===== config.mk =====
export PLATFORM = sky130hd
export DESIGN_NAME = rst_sequencer
export DESIGN_NICKNAME = d
export VERILOG_FILES = /design/src/rtl/rst_seq_pkg.sv /design/src/rtl/btn_debounce.sv /design/src/rtl/rst_sequencer.sv
export SDC_FILE = /design/constraint.sdc
export NUM_CORES = 1
export LEC_CHECK = 0
export BUFFER_PORTS_ARGS = -buffer_cell sky130_fd_sc_hd__buf_2
export CAP_MARGIN = 20
export CORE_UTILIZATION = 45
export CTS_CLUSTER_DIAMETER = 120
export CTS_CLUSTER_SIZE = 25
export DETAILED_ROUTE_END_ITERATION = 12
export SYNTH_ARGS = -nofsm -noshare
export SYNTH_HDL_FRONTEND = slang
export SYNTH_HIERARCHICAL = 1
export SYNTH_SLANG_ARGS = --single-unit

===== constraint.sdc =====
create_clock -name clock_in -period 3.3 [get_ports clock_in]
set_input_delay 0.66 -clock clock_in [delete_from_list [all_inputs] [get_ports clock_in]]
set_output_delay 0.66 -clock clock_in [all_outputs]
set_load 0.1 [all_outputs]

===== src/rtl/rst_seq_pkg.sv =====
// Shared types and helpers for the staged reset sequencer.
// Pure declarations with no logic, no latency and no flow control.
package rst_seq_pkg;

  typedef enum logic [1:0] {
    WAIT_LOCK = 2'd0,
    PERIPH    = 2'd1,
    CPU       = 2'd2,
    RUN       = 2'd3
  } state_t;

  localparam int LOCK_LOSS_W = 8;

  // Ceiling log2, with clog2(1) == 0.
  function automatic int clog2(input int value);
    int r;
    longint v;
    r = 0;
    v = 1;
    while (v < value) begin
      v = v << 1;
      r++;
    end
    return r;
  endfunction

endpackage


===== src/rtl/btn_debounce.sv =====
// Button path: 2-FF synchroniser then debounce. The level changes BTN_DEBOUNCE
// edges after the synced input first differs. No backpressure; the level is always valid.
module btn_debounce
  import rst_seq_pkg::*;
#(
  parameter int BTN_DEBOUNCE = 65536
) (
  input  logic i_clk,
  input  logic i_rst_n,
  input  logic i_btn_n,
  output logic o_btn_n_deb
);

  localparam int DW = clog2(BTN_DEBOUNCE) + 1;

  logic          r_sync1;
  logic          r_sync2;
  logic          r_deb;
  logic [DW-1:0] r_dcnt;

  always_ff @(posedge i_clk or negedge i_rst_n) begin
    if (!i_rst_n) begin
      r_sync1 <= 1'b1;
      r_sync2 <= 1'b1;
      r_deb   <= 1'b1;
      r_dcnt  <= '0;
    end else begin
      r_sync1 <= i_btn_n;
      r_sync2 <= r_sync1;
      if (r_sync2 == r_deb) begin
        r_dcnt <= '0;
      end else if (r_dcnt == DW'(BTN_DEBOUNCE - 1)) begin
        r_deb  <= r_sync2;
        r_dcnt <= '0;
      end else begin
        r_dcnt <= r_dcnt + 1'b1;
      end
    end
  end

  assign o_btn_n_deb = r_deb;

endmodule


===== src/rtl/rst_sequencer.sv =====
// Staged reset release: peripherals on edge L+P, then CPU and sys_ready on edge L+P+C.
// No backpressure; a lock loss or a debounced button press aborts to WAIT_LOCK on the next edge.
module rst_sequencer
  import rst_seq_pkg::*;
#(
  parameter int LOCK_STABLE_CYCLES = 1024,
  parameter int PERIPH_HOLD        = 16,
  parameter int CPU_DELAY          = 16,
  parameter int BTN_DEBOUNCE       = 65536
) (
  input  logic                   clock_in,
  input  logic                   rst_n_in,
  input  logic                   locked_in,
  input  logic                   btn_n_in,
  output logic                   periph_rst_n,
  output logic                   cpu_rst_n,
  output logic                   sys_ready,
  output logic [LOCK_LOSS_W-1:0] lock_loss_cnt
);

  localparam int MAX_PC = (PERIPH_HOLD > CPU_DELAY) ? PERIPH_HOLD : CPU_DELAY;
  localparam int MAX_ALL = (LOCK_STABLE_CYCLES > MAX_PC) ? LOCK_STABLE_CYCLES : MAX_PC;
  localparam int CNT_W = clog2(MAX_ALL) + 1;

  state_t                   r_state;
  state_t                   w_state_nxt;
  logic [CNT_W-1:0]         r_cnt;
  logic [CNT_W-1:0]         w_cnt_nxt;
  logic                     r_periph;
  logic                     r_cpu;
  logic                     r_ready;
  logic [LOCK_LOSS_W-1:0]   r_loss;
  logic                     w_periph_nxt;
  logic                     w_cpu_nxt;
  logic                     w_ready_nxt;
  logic [LOCK_LOSS_W-1:0]   w_loss_nxt;
  logic                     w_btn_n_deb;
  logic                     w_btn_pressed;
  logic                     w_abort;

  btn_debounce #(
    .BTN_DEBOUNCE (BTN_DEBOUNCE)
  ) u_btn_debounce (
    .i_clk       (clock_in),
    .i_rst_n     (rst_n_in),
    .i_btn_n     (btn_n_in),
    .o_btn_n_deb (w_btn_n_deb)
  );

  assign w_btn_pressed = !w_btn_n_deb;
  assign w_abort       = (r_state != WAIT_LOCK) && (!locked_in || w_btn_pressed);

  always_ff @(posedge clock_in or negedge rst_n_in) begin
    if (!rst_n_in) begin
      r_state  <= WAIT_LOCK;
      r_cnt    <= '0;
      r_periph <= 1'b0;
      r_cpu    <= 1'b0;
      r_ready  <= 1'b0;
      r_loss   <= '0;
    end else begin
      r_state  <= w_state_nxt;
      r_cnt    <= w_cnt_nxt;
      r_periph <= w_periph_nxt;
      r_cpu    <= w_cpu_nxt;
      r_ready  <= w_ready_nxt;
      r_loss   <= w_loss_nxt;
    end
  end

  // Abort is checked before any count-complete so it always wins.
  always_comb begin
    w_state_nxt = r_state;
    w_cnt_nxt   = r_cnt;
    if (w_abort) begin
      w_state_nxt = WAIT_LOCK;
      w_cnt_nxt   = '0;
    end else begin
      case (r_state)
        WAIT_LOCK: begin
          if (locked_in && !w_btn_pressed) begin
            if (r_cnt == CNT_W'(LOCK_STABLE_CYCLES - 1)) begin
              w_state_nxt = PERIPH;
              w_cnt_nxt   = '0;
            end else begin
              w_cnt_nxt = r_cnt + 1'b1;
            end
          end else begin
            w_cnt_nxt = '0;
          end
        end
        PERIPH: begin
          if (r_cnt == CNT_W'(PERIPH_HOLD - 1)) begin
            w_state_nxt = CPU;
            w_cnt_nxt   = '0;
          end else begin
            w_cnt_nxt = r_cnt + 1'b1;
          end
        end
        CPU: begin
          if (r_cnt == CNT_W'(CPU_DELAY - 1)) begin
            w_state_nxt = RUN;
            w_cnt_nxt   = '0;
          end else begin
            w_cnt_nxt = r_cnt + 1'b1;
          end
        end
        default: begin
          w_state_nxt = RUN;
          w_cnt_nxt   = '0;
        end
      endcase
    end
  end

  // Output registers follow the state being entered, so releases land on the transition edge.
  always_comb begin
    w_periph_nxt = (w_state_nxt == CPU) || (w_state_nxt == RUN);
    w_cpu_nxt    = (w_state_nxt == RUN);
    w_ready_nxt  = (w_state_nxt == RUN);
    w_loss_nxt   = r_loss;
    if (w_abort && !locked_in && (r_loss != {LOCK_LOSS_W{1'b1}})) begin
      w_loss_nxt = r_loss + 1'b1;
    end
  end

  assign periph_rst_n  = r_periph;
  assign cpu_rst_n     = r_cpu;
  assign sys_ready     = r_ready;
  assign lock_loss_cnt = r_loss;

endmodule


==> results.sh, run 1 <==
export IMPL_ys_top_cells_by_count="40 x dfrtp_1, 23 x nor2_1, 16 x nor3_1, 14 x nand3_1, 14 x xor2_1"
export IMPL_io_pins=15
export IMPL_ir_drop_mv=0.208
export IMPL_cts_resized=0
export IMPL_row_count=24
export IMPL_drv_slew=0
export IMPL_finalWorstSetupSlack_ps=1320
export IMPL_finalCritPeriodShare_pct=60.1
export IMPL_dpl_hpwl_um=2870
export IMPL_ys_seq_area_share_pct=49.7
export IMPL_grt_pass1_wl_um=6960
export IMPL_p_switching_mw=0.191
export IMPL_leakagePower_nw=1.06
export IMPL_ctsHtreeMaxLevel=2
export IMPL_nets=236
export IMPL_grtUsageTotal_pct=17.6
export IMPL_min_path_type="reg2reg"
export IMPL_synth_seq_cells=43
export IMPL_hold_viol_final=0
export IMPL_fin_skew_ps=9.64
export IMPL_status="complete, no violations"
export IMPL_tritoncts="built"
export IMPL_io_buffers=14
export IMPL_syn_nets=218
export IMPL_dieHeight_um=71.5
export IMPL_synth_most_common_cell="dfrtp_1"
export IMPL_dieArea_um2=5110
export IMPL_via_per_inst=5.51
export IMPL_stdcell_count=278
export IMPL_tns_ps=0
export IMPL_crit_type="reg2reg"
export IMPL_ant_nets=0
export IMPL_drv_cap=0
export IMPL_grt_max_degree=44
export IMPL_slew_headroom_pct=38.9
export IMPL_p_int_mw=0.782
export IMPL_async_reset_ff_share_pct=100
export IMPL_path_clk_slew_ps=70
export IMPL_placed_cells=270
export IMPL_min_period_ps=1980
export IMPL_synthesis_area_um2=2170
export IMPL_preCtsSetupSlack_ps=1350
export IMPL_arrival_ps=2130
export IMPL_cts_setup_buffers=0
export IMPL_die_x_um=71.5
export IMPL_diodes=0
export IMPL_syn_inst=207
export IMPL_postSynthAreaPerCell_um2=10.5
export IMPL_synth_top_area_share_pct=46.0
export IMPL_synth_top_cells_by_area="dfrtp_1 46%, xor2_1 5.6%, xnor2_1 5.2%"
export IMPL_wirelength_um=3980
export IMPL_drive_gt1_share_pct=17.7
export IMPL_clock_sinks=43
export IMPL_gp_congestion=0.857
export IMPL_grt_pass1_vias=1532
export IMPL_grt_ovfl_total=0
export IMPL_setup_violations=0
export IMPL_critPathCaptureType="flip-flop"
export IMPL_cts_max_path_buffers=2
export IMPL_synth_ff_type="dfrtp_1"
export IMPL_core_area_um2=4500
export IMPL_critPathLaunchType="flip-flop"
export IMPL_r2r_cells=6
export IMPL_path_max_fanout=4
export IMPL_power_density_nw_per_um2=403
export IMPL_yosysTopAreaCell="dfrtp_1"
export IMPL_cts_made_buffers=5
export IMPL_holdPathStages=0
export IMPL_wire_per_inst_um=14.3
export IMPL_rsz0062_at_grt="no"
export IMPL_swShare_pct=19.6
export IMPL_required_ps=3450
export IMPL_worst_pin_slew_ps=917
export IMPL_p_clk_share_pct=42.6
export IMPL_p_comb_share_pct=2.3
export IMPL_n_fill_cell=414
export IMPL_fmax_mhz=504
export IMPL_initial_core_util_pct=48.3
export IMPL_via_count=1533
export IMPL_firstDrtPassIters=4
export IMPL_synth_edf_count=0
export IMPL_antenna_found_initial=0
export IMPL_syn2layout_area_growth_pct=10.9
export IMPL_ys_warn_count=6
export IMPL_drc=0
export IMPL_cts_hold_buf=0
export IMPL_cts_root_buffer="clkbuf_8"
export IMPL_clock_latency_ps=290
export IMPL_drt_iter0_markers=79
export IMPL_synth_cell_types=43
export IMPL_seqPwrFrac_pct=55.1
-- critical path, stage by stage (launching register included) --
cell      delay [ps]
dfrtp_1          400
inv_1            100
ha_1             230
or4_1            400
o32a_1           320
a221oi_2         310
a311oi_1          90
-- state kept, by name (all words and copies together) (netlist names) --
name,count
sys_ready,1
u_btn_debounce/r_sync2,1
lock_loss_cnt,8
r_cnt,11
u_btn_debounce/r_dcnt,17
u_btn_debounce/o_btn_n_deb,1
periph_rst_n,1
u_btn_debounce/r_sync1,1
r_state,2
-- final cells by class --
type | count | area, um^2 | share of cell area, %
repair buffers | 14 | 70.1 | 2.91
inverters | 7 | 26.3 | 1.09
clock inverters | 2 | 35.0 | 1.45
multi-input cells | 154 | 1050 | 43.6
well taps | 52 | 65.1 | 2.70
flip-flops and latches | 43 | 1080 | 44.8
clock buffers | 6 | 82.6 | 3.43
-- power groups by stage --
stage          Combinational [mW]  Clock [mW]  Sequential [mW]
6_report                   0.0219       0.415            0.536
5_1_grt                    0.0270       0.451            0.537
4_1_cts                    0.0235       0.436            0.536
3_5_place_dp               0.0234           0            0.546
3_3_place_gp               0.0225           0            0.546
2_1_floorplan             0.00884           0            0.546
-- cell families after synthesis --
kind of cell | after synthesis | share of synthesized area [%]
XOR/XNOR | 27 | 10.9
flip-flops | 43 | 49.7
AO/OA/AOI/OAI | 22 | 7.88
multiplexers | 2 | 1.04
adder cells (fa/ha/maj) | 7 | 4.03
AND/OR/NAND/NOR | 96 | 24.6
buffers and inverters | 10 | 1.96
-- layer usage --
metal | track usage [%] | routed length [um]
met1 | 22.3 | 1880
met2 | 29.3 | 1980
met3 | 4.64 | 99
met4 | 6.54 | 26
met5 | 0 | 0
-- path summary, 6_finish.rpt --
check,from,endpoint,slack [ps]
min in group asynchronous,rst_n_in,lock_loss_cnt[5]$_DFFE_PN0P_,500
max in group asynchronous,rst_n_in,r_cnt[10]$_DFF_PN0_,2220
setup reg to reg,r_state[0]$_DFF_PN0_,sys_ready$_DFF_PN0_,1320
hold reg to reg,u_btn_debounce/r_sync1$_DFF_PN1_,u_btn_debounce/r_sync2$_DFF_PN1_,360
setup / recovery,r_state[0]$_DFF_PN0_,sys_ready$_DFF_PN0_,1320
hold / removal,u_btn_debounce/r_sync1$_DFF_PN1_,u_btn_debounce/r_sync2$_DFF_PN1_,360
-- through the flow --
| step | cell area (um^2) | total power, mW | util [%] | hold WS (ps) |
|---|---|---|---|---|
| after floorplan | 2170 | 0.554 | - | 345 |
| after global placement | 2290 | 0.568 | 50.9 | 349 |
| after detailed placement | 2290 | 0.570 | 50.9 | 348 |
| after CTS | 2410 | 0.995 | 53.5 | 359 |
| after global routing | 2410 | 1.01 | 53.5 | 367 |
| final | 2410 | 0.973 | 53.5 | 358 |
-- cells in the final DEF (no fill, tap or decap), types with 2 or more instances in the layout --
cell type	n
nand3_1	14
nor3_1	16
dfstp_2	3
xnor2_1	13
ha_1	7
inv_1	7
o21ai_0	4
nor3b_1	2
and3_2	2
buf_2	14
nor2_1	23
nor4_1	2
or3_4	2
mux2_2	2
clkbuf_8	6
nand2_1	10
dfrtp_1	40
xor2_1	14
or3_1	4
a31o_2	2
and3_1	3
a31oi_1	2
nand4_1	9
a21oi_1	5
(Power assumes the default switching activity.)
==> inputs of run 2 (changes only) <==
clock period = 1.7 ns   (was 3.3 ns; I/O delays follow)
==> run 2 against run 1 <==
Net effect: the flow now finishes with violations (negative setup slack); highest routed layer unchanged; clock power grew 49%; wire length grew 15%; largest power group unchanged; global-route usage grew 2.5 points.
==> results.sh, run 2 (synthesized netlist as in run 1, its figures left out) <==
export IMPL_status="complete, but fails checks"
export IMPL_failed_checks="negative setup slack"
export IMPL_tritoncts="built"
export IMPL_seqPwrFrac_pct=60.6
export IMPL_final_common_cell="dfrtp_1"
export IMPL_path_clk_slew_ps=80
export IMPL_via_per_inst=5.66
export IMPL_grt_max_degree=18
export IMPL_clock_sinks=43
export IMPL_hold_viol_final=0
export IMPL_fmax_mhz=540
export IMPL_grt_use_met1_pct=26.6
export IMPL_power_density_nw_per_um2=626
export IMPL_final_cell_mix="32 x dfrtp_1, 29 x buf_4, 23 x nor2_1"
export IMPL_holdWs_ps=145
export IMPL_clock_latency_ps=290
export IMPL_fin_skew_ps=11.5
export IMPL_cts_max_path_buffers=2
export IMPL_swShare_pct=21.8
export IMPL_slew_headroom_pct=67.6
export IMPL_wirelength_um=4570
export IMPL_leakagePower_nw=1.21
export IMPL_antenna_found_initial=0
export IMPL_nets=267
export IMPL_cts_made_buffers=5
export IMPL_worst_pin_slew_ps=489
export IMPL_io_pins=15
export IMPL_min_period_ps=1850
export IMPL_gp_congestion=0.833
export IMPL_dieArea_um2=5110
export IMPL_n_fill_cell=367
export IMPL_crit_type="reg2reg"
export IMPL_p_comb_share_pct=3.3
export IMPL_drv_cap=0
export IMPL_max_flop_register="u_btn_debounce/r_dcnt"
export IMPL_p_int_mw=1.34
export IMPL_finalWorstSetupSlack_ps=-151
export IMPL_setup_violations=13
export IMPL_min_path_type="in2reg"
export IMPL_die_x_um=71.5
export IMPL_grt_ovfl_total=0
export IMPL_rsz0062_at_grt="yes"
export IMPL_arrival_ps=2010
export IMPL_core_area_um2=4500
export IMPL_ctsHtreeMaxLevel=2
export IMPL_row_count=24
export IMPL_gr_usage_met3_pct=4.64
export IMPL_drt_iter0_markers=51
export IMPL_ir_drop_mv=0.422
export IMPL_largest_register_ffs=17
export IMPL_cts_root_buffer="clkbuf_8"
export IMPL_initial_core_util_pct=48.3
export IMPL_dieHeight_um=71.5
export IMPL_io_buffers=14
export IMPL_p_switching_mw=0.374
export IMPL_grt_pass1_vias=1754
export IMPL_drc=0
export IMPL_required_ps=1850
export IMPL_p_clk_share_pct=36.1
export IMPL_grt_use_met2_pct=33.5
export IMPL_dpl_hpwl_um=3300
export IMPL_path_max_fanout=4
export IMPL_top_usage_layer="met2"
export IMPL_critPathLaunchType="flip-flop"
export IMPL_via_count=1748
export IMPL_diodes=0
export IMPL_grt_pass1_wl_um=7990
export IMPL_grtUsageTotal_pct=20.2
export IMPL_drive_gt1_share_pct=36.6
export IMPL_drv_slew=0
export IMPL_wire_per_inst_um=14.8
export IMPL_finalCritPeriodShare_pct=109
export IMPL_critPathCaptureType="flip-flop"
export IMPL_total_power_mw=1.71
export IMPL_syn2layout_area_growth_pct=25.9
export IMPL_ant_nets=0
export IMPL_firstDrtPassIters=5
## run 2: changes by cell type in the layout (fill, tap and decap cells not counted), sizes merged
| cell | delta |
|---|---|
| bufinv | -1 |
| dlygate4sd3 | +1 |
| a2bb2oi | +1 |
| clkbuf | +1 |
| buf | +29 |
## run 2: per-stage QoR
stage	utilization [%]	std cells	setup slack [ps]	TNS, ps	cell area, um^2
2_1_floorplan	-	207	-55.6	-152	2210
3_3_place_gp	55.9	296	-78.3	-495	2520
3_5_place_dp	55.9	296	-107	-880	2520
4_1_cts	59.3	306	-121	-810	2670
5_1_grt	60.8	309	-197	-1740	2740
6_report	60.8	309	-151	-1140	2740
## run 2: worst paths after layout
kind | start | end | slack (ps) | depth (start not counted)
setup / recovery | r_cnt[9]$_DFF_PN0_ | sys_ready$_DFF_PN0_ | -150 | 4
hold / removal | btn_n_in | u_btn_debounce/r_sync1$_DFF_PN1_ | 150 | 1
max in group asynchronous | rst_n_in | u_btn_debounce/o_btn_n_deb$_DFFE_PN1P_ | 640 | 3
min in group asynchronous | rst_n_in | r_cnt[0]$_DFF_PN0_ | 500 | 2
hold reg to reg | u_btn_debounce/r_sync1$_DFF_PN1_ | u_btn_debounce/r_sync2$_DFF_PN1_ | 360 | 0
setup reg to reg | r_cnt[9]$_DFF_PN0_ | sys_ready$_DFF_PN0_ | -150 | 4
## run 2: critical path, cell delays in order, from the launching register on
cell      delay [ps]
dfrtp_1          390
or4_4            570
o32a_1           380
a221oi_2         280
a311oi_1          90
## run 2: what timing repair did
action | CTS | global route
hold buffers | 1 | 0
gates resized for setup | 8 | 9
setup endpoints to repair | 13 | 17
hold endpoints to repair | 14 | 0
pin swaps | 2 | 3
buffers inserted | 0 | 3
gates cloned | 1 | 0
## run 2: per-layer routing
| layer | vias to the layer above | share of wire (%) |
|---|---|---|
| met1 | 869 | 46 |
| met4 | 0 | 1.4 |
| met5 | - | 0 |
| li1 | 837 | - |
| met3 | 8 | 3.0 |
| met2 | 34 | 50 |
## run 2: cell type report
cell class                      instances  area, um^2  share of cell area [%]
Multi-Input combinational cell        155        1170                    42.9
Sequential cell                        43        1090                    40.0
Timing Repair Buffer                   44         298                    10.9
Clock buffer                            7        76.3                    2.79
Tap cell                               52        65.1                    2.38
Inverter                                7        26.3                   0.959
Clock inverter                          1        5.00                   0.183
## run 2: power by group through the flow
stage          Sequential, mW  Clock, mW  Combinational, mW
2_1_floorplan            1.06          0             0.0172
3_3_place_gp             1.06          0             0.0501
3_5_place_dp             1.06          0             0.0526
4_1_cts                  1.04      0.635             0.0545
5_1_grt                  1.04      0.690             0.0670
6_report                 1.04      0.618             0.0564
